`src/rtl/comm_recv_sched.sv`:
```
// comm_recv_sched: receive-path scheduler between the sample FIFO and the
// 64-point FFT. Tracks FIFO occupancy and, once a frame is started, releases
// one OFDM symbol at a time: cyclic prefix dropped, then NFFT gap-free
// samples streamed to the FFT. Counts symbols, flags frame end and overflow.
module comm_recv_sched #(
    parameter int NFFT  = 64,
    parameter int CP    = 16,
    parameter int SYMS  = 8,
    parameter int DEPTH = 256,
    parameter int LVL_W = 9,
    parameter int SYM_W = 3
) (
    input  logic             CLK,
    input  logic             RST,
    input  logic             start,
    input  logic             abort,
    input  logic             fifo_wr,
    output logic             fifo_rd_en,
    output logic             fft_valid,
    input  logic             fft_ready,
    output logic             sym_start,
    output logic [SYM_W-1:0] sym_idx,
    output logic             frame_done,
    output logic             busy,
    output logic [LVL_W-1:0] level,
    output logic             overflow
);

    // The run counter has to reach the longer of the CP and NFFT phases.
    localparam int CNT_MAX = (NFFT > CP) ? NFFT : CP;
    localparam int CNT_W   = (CNT_MAX > 1) ? $clog2(CNT_MAX) : 1;

    typedef enum logic [2:0] {
        S_IDLE,
        S_WAIT,
        S_DROP,
        S_BURST,
        S_DONE
    } state_t;

    state_t             state_q, state_d;
    logic [CNT_W-1:0]   cnt_q, cnt_d;
    logic [SYM_W-1:0]   sym_idx_q, sym_idx_d;
    logic [LVL_W-1:0]   level_q, level_d;
    logic               overflow_q, overflow_d;
    logic               frame_done_q;
    logic               busy_q;
    logic               popNow;
    logic               fftNow;
    logic               symFirst;
    logic               levelOk;

    // A symbol may only start once the whole CP+NFFT run is already buffered,
    // which is what makes the run gap-free without watching the level later.
    assign levelOk = (int'(level_q) >= CP + NFFT);

    // Next-state, counters and the pop/valid strobes decoded from state/cnt.
    always_comb begin
        state_d   = state_q;
        cnt_d     = cnt_q;
        sym_idx_d = sym_idx_q;
        popNow    = 1'b0;
        fftNow    = 1'b0;
        symFirst  = 1'b0;
        case (state_q)
            S_IDLE: begin
                if (start) begin
                    state_d   = S_WAIT;
                    sym_idx_d = '0;
                end
            end
            S_WAIT: begin
                if (levelOk && fft_ready) begin
                    cnt_d   = '0;
                    state_d = (CP == 0) ? S_BURST : S_DROP;
                end
            end
            S_DROP: begin
                popNow = 1'b1;
                if (int'(cnt_q) == CP - 1) begin
                    cnt_d   = '0;
                    state_d = S_BURST;
                end else begin
                    cnt_d = cnt_q + CNT_W'(1);
                end
            end
            S_BURST: begin
                popNow   = 1'b1;
                fftNow   = 1'b1;
                symFirst = (cnt_q == '0);
                if (int'(cnt_q) == NFFT - 1) begin
                    cnt_d = '0;
                    if (int'(sym_idx_q) == SYMS - 1) begin
                        state_d = S_DONE;
                    end else begin
                        sym_idx_d = sym_idx_q + SYM_W'(1);
                        state_d   = S_WAIT;
                    end
                end else begin
                    cnt_d = cnt_q + CNT_W'(1);
                end
            end
            S_DONE: begin
                state_d = S_IDLE;
            end
            default: begin
                state_d = S_IDLE;
            end
        endcase
        // Abort beats everything, including a start seen in IDLE, and gates
        // the strobes in the same cycle so no sample leaves the FIFO.
        if (abort) begin
            state_d   = S_IDLE;
            cnt_d     = cnt_q;
            sym_idx_d = sym_idx_q;
            popNow    = 1'b0;
            fftNow    = 1'b0;
            symFirst  = 1'b0;
        end
    end

    // Occupancy tracking; a write into a full FIFO is lost and latches overflow.
    always_comb begin
        level_d    = level_q;
        overflow_d = overflow_q;
        if (fifo_wr && !popNow) begin
            if (int'(level_q) == DEPTH) begin
                overflow_d = 1'b1;
            end else begin
                level_d = level_q + LVL_W'(1);
            end
        end else if (!fifo_wr && popNow) begin
            level_d = level_q - LVL_W'(1);
        end
    end

    // State and status registers; busy/frame_done are registered from state_d.
    always_ff @(posedge CLK or negedge RST) begin
        if (!RST) begin
            state_q      <= S_IDLE;
            cnt_q        <= '0;
            sym_idx_q    <= '0;
            level_q      <= '0;
            overflow_q   <= 1'b0;
            frame_done_q <= 1'b0;
            busy_q       <= 1'b0;
        end else begin
            state_q      <= state_d;
            cnt_q        <= cnt_d;
            sym_idx_q    <= sym_idx_d;
            level_q      <= level_d;
            overflow_q   <= overflow_d;
            frame_done_q <= (state_d == S_DONE);
            busy_q       <= (state_d != S_IDLE);
        end
    end

    assign fifo_rd_en = popNow;
    assign fft_valid  = fftNow;
    assign sym_start  = symFirst;
    assign sym_idx    = sym_idx_q;
    assign frame_done = frame_done_q;
    assign busy       = busy_q;
    assign level      = level_q;
    assign overflow   = overflow_q;

endmodule

```
`config.mk`:
```
export PLATFORM = sky130hd
export DESIGN_NAME = comm_recv_sched
export DESIGN_NICKNAME = d
export VERILOG_FILES = /design/src/rtl/comm_recv_sched.sv
export SDC_FILE = /design/constraint.sdc
export NUM_CORES = 1
export LEC_CHECK = 0
export ABC_AREA = 1
export BUFFER_PORTS_ARGS = -buffer_cell sky130_fd_sc_hd__clkbuf_2
export CORE_MARGIN = 1
export CORE_UTILIZATION = 50
export DETAILED_ROUTE_END_ITERATION = 10
export GPL_TIMING_DRIVEN = 0
export PLACE_DENSITY_LB_ADDON = 0.3
export SETUP_SLACK_MARGIN = 0.2
export SLEW_MARGIN = 10
export SYNTH_ARGS = -nofsm -noshare
export SYNTH_HDL_FRONTEND = slang
export SYNTH_SLANG_ARGS = --single-unit
```
`constraint.sdc`:
```
create_clock -name CLK -period 2.3 [get_ports CLK]
set_input_delay 0.23 -clock CLK [delete_from_list [all_inputs] [get_ports CLK]]
set_output_delay 0.23 -clock CLK [all_outputs]
set_load 0.1 [all_outputs]
```
==> flow_summary.yaml <==
layout:
  layoutNonFillerInstCount: 323
  syn2layout_area_growth_pct: 16.1
  layout.area.seq_um2: 604
  drive_above_1_share_pct: 20.6
  final_nets: 296
  n_fill_cell: 330
  multi_input_area_um2: 1010
  diodes: 0
min_path:
  hold_start: "fifo_wr"
  min_path_cells: 3
  min_to: "overflow"
  holdCritPathClass: "in -> reg"
clocking:
  cts_made_buffers: 3
  htreeDepth: 1
  worstSkewPairLatency_ps: 310
  clk_pin_slew_ps: 130
  ctsLongestPathBuffers: 2
  cts_root_buf: "clkbuf_4"
  cts_tree: "done"
  cts.sinks: 24
setup_path:
  r2r_end: "level[6]"
  cp.required_ps: 2520
  crit_fanout: 5
  cp-end-kind: "flip-flop"
  r2r_slack_ps: 320
  reg2reg_depth: 13
  r2r-start: "state_q[2]"
  critPathArrivalTime_ps: 2200
  crit_path_start_kind: "flip-flop"
  critical_path_class: "reg -> reg"
sta:
  drv_slew: 0
  worst_slew_pin_slew_ps: 586
  post-route-min-period_ps: 1980
  max_slew_margin_pct: 60.9
  max_freq_mhz: 506
  tns_ps: 0
  grt_setup_unrepaired: "true"
  timing.final.crit_share_pct: 85.9
  worst_clock_skew_ps: 10.9
  final_hold_viol_count: 0
  setup_violations: 0
power:
  irDropWorstVdd_v: 0.000962
  total_power_w: 0.00248
  p_per_area_nw_per_um2: 1230
  p_leak_nw: 1.10
yosys:
  synth_cells: 246
  postSynthAreaPerCell_um2: 7.10
  synth_area_leaders: "dfrtp_1 34%, nand2_1 17%, inv_1 8.0%, ha_1 7.9%, nand3_1 5.4%"
  ys_async_sr_fraction_pct: 100
  yosys-top-cells-count: "80 x nand2_1, 37 x inv_1, 24 x dfrtp_1"
  synth_most_common_cell: "nand2_1"
  seq_area_frac_synth_pct: 34.4
  yosysTopAreaCellShare_pct: 34.4
  ys.flop_type: "dfrtp_1"
  netlist_area_um2: 1750
  yosys_warnings: 0
  synth-edff-count: 0
  synth_seq_cells: 24
  synth_nets: 264
  synth.distinct_cells: 29
  synth_top_area_cell: "dfrtp_1"
detailed_routing:
  wire_per_inst_um: 11.3
  antenna_left: 0
  wl_um: 3640
  dr.pass1.iters: 4
  viasPerCell: 4.98
  vias: 1608
  drc_errors: 0
  initialDrtViolationCount: 59
placement:
  placedCellCount: 315
  hpwl_um: 2650
  numPortBuffers: 23
  place_congestion: 0.886
grt:
  antenna_found_initial: 0
  grt_max_degree: 25
  track_usage_pct: 21.2
  grt_overflow_total: 0
  grt_pass1_wl_um: 5910
  grt_pass1_vias: 1433
die:
  coreArea_um2: 3340
  row_count: 21
  ios: 24
  die_h_um: 61.1
  die_x_um: 61.1
  dieArea_um2: 3730
  start_util_pct: 52.3
job:
  maxCapViolations: 0
outcome:
  outcome: "completed"
==> stage by stage <==
| step | instance area [um2] | hold slack [ps] | util, % | worst slack (ps) |
|---|---|---|---|---|
| 2_1_floorplan | 1770 | -65.6 | - | 233 |
| 3_3_place_gp | 1940 | 273 | 58.1 | 189 |
| 3_5_place_dp | 1940 | 278 | 58.1 | 164 |
| 4_1_cts | 1980 | 270 | 59.3 | 213 |
| 5_1_grt | 2030 | 224 | 60.7 | 179 |
| 6_report | 2030 | 244 | 60.7 | 324 |
==> critical path, cell delays in order (launching register included) <==
cell     delay [ps]
dfrtp_2         460
nor2_4          170
nand2_4         110
nand2_4         120
inv_2            50
fa_1            400
inv_1            70
nand3_1          80
nand2_2         120
nand2_1          80
nand2_1          60
nand2_1          40
nand3_1          70
nand2_1          50
==> report_power, final <==
part           total, W  switching [W]  internal, W  leakage, nW
Combinational   0.00162        0.00120     0.000421        0.784
Clock          0.000191       0.000123    0.0000677       0.0150
Sequential     0.000670       0.000146     0.000524        0.306
==> how the worst max path moves through the flow <==
stage,from,end,slack [ps],cells after the start
4_1_cts,state_q[2],level[6],210,13
5_1_grt,state_q[2],level[8],180,12
3_3_place_gp,state_q[2],level[6],190,13
2_1_floorplan,state_q[2],fifo_rd_en,230,3
6_report,state_q[2],level[6],320,13
3_5_place_dp,state_q[2],level[6],160,13
==> area by class of cell <==
type                    instances  share of cell area (%)
plain buffers                   2                   0.988
clock buffers                   4                    1.30
inverters                      39                    7.35
multi-input cells             181                    49.7
flip-flops and latches         24                    29.8
well taps                      46                    2.84
repair buffers                 27                    8.03
==> routing by layer <==
layer | global-route usage (%) | up-vias | part of all wire [%]
met5 | 0 | - | 0
met4 | 5.52 | 0 | 0.80
met3 | 3.78 | 4 | 3.9
met2 | 33.9 | 31 | 45
met1 | 29.8 | 727 | 50
li1 | - | 846 | -
==> logic make-up after synthesis <==
kind of cell	synth area share (%)
compound gates	8.10
xor+xnor	2.51
fa+ha+maj	9.03
buf+inv	9.68
flops	34.4
simple gates	36.3
==> state kept, by name, indices dropped and copies added, names as in the netlist <==
name / count
state_q: 3
frame_done: 1
sym_idx: 3
overflow: 1
cnt_q: 6
level: 9
busy: 1
==> what timing repair did <==
action                                 CTS  global route
endpoints found under the hold margin   24             0
pin swaps                                0             1
hold buffers                             1             0
gates cloned                             0             0
setup endpoints to repair                2             4
resized for setup                        1             5
buffers inserted                         0             3
==> cells in the final DEF (no fill, tap or decap), types with 2 or more instances in the layout <==
cell type,Yosys,layout
nor2_2,2,3
dfrtp_1,24,21
nand3_1,19,19
a21oi_1,6,6
clkbuf_2,0,22
xor2_1,2,2
nand2_1,80,79
nor2_1,16,15
o21ai_2,5,5
nand4_1,8,8
o21ai_1,5,5
dfrtp_2,0,3
nand3b_1,3,3
inv_1,37,37
buf_4,0,2
o21ai_0,4,4
xnor2_1,3,3
nand2_2,8,7
ha_1,11,11
clkbuf_4,0,4
nand2_4,1,3
(Power assumes the default switching activity.)
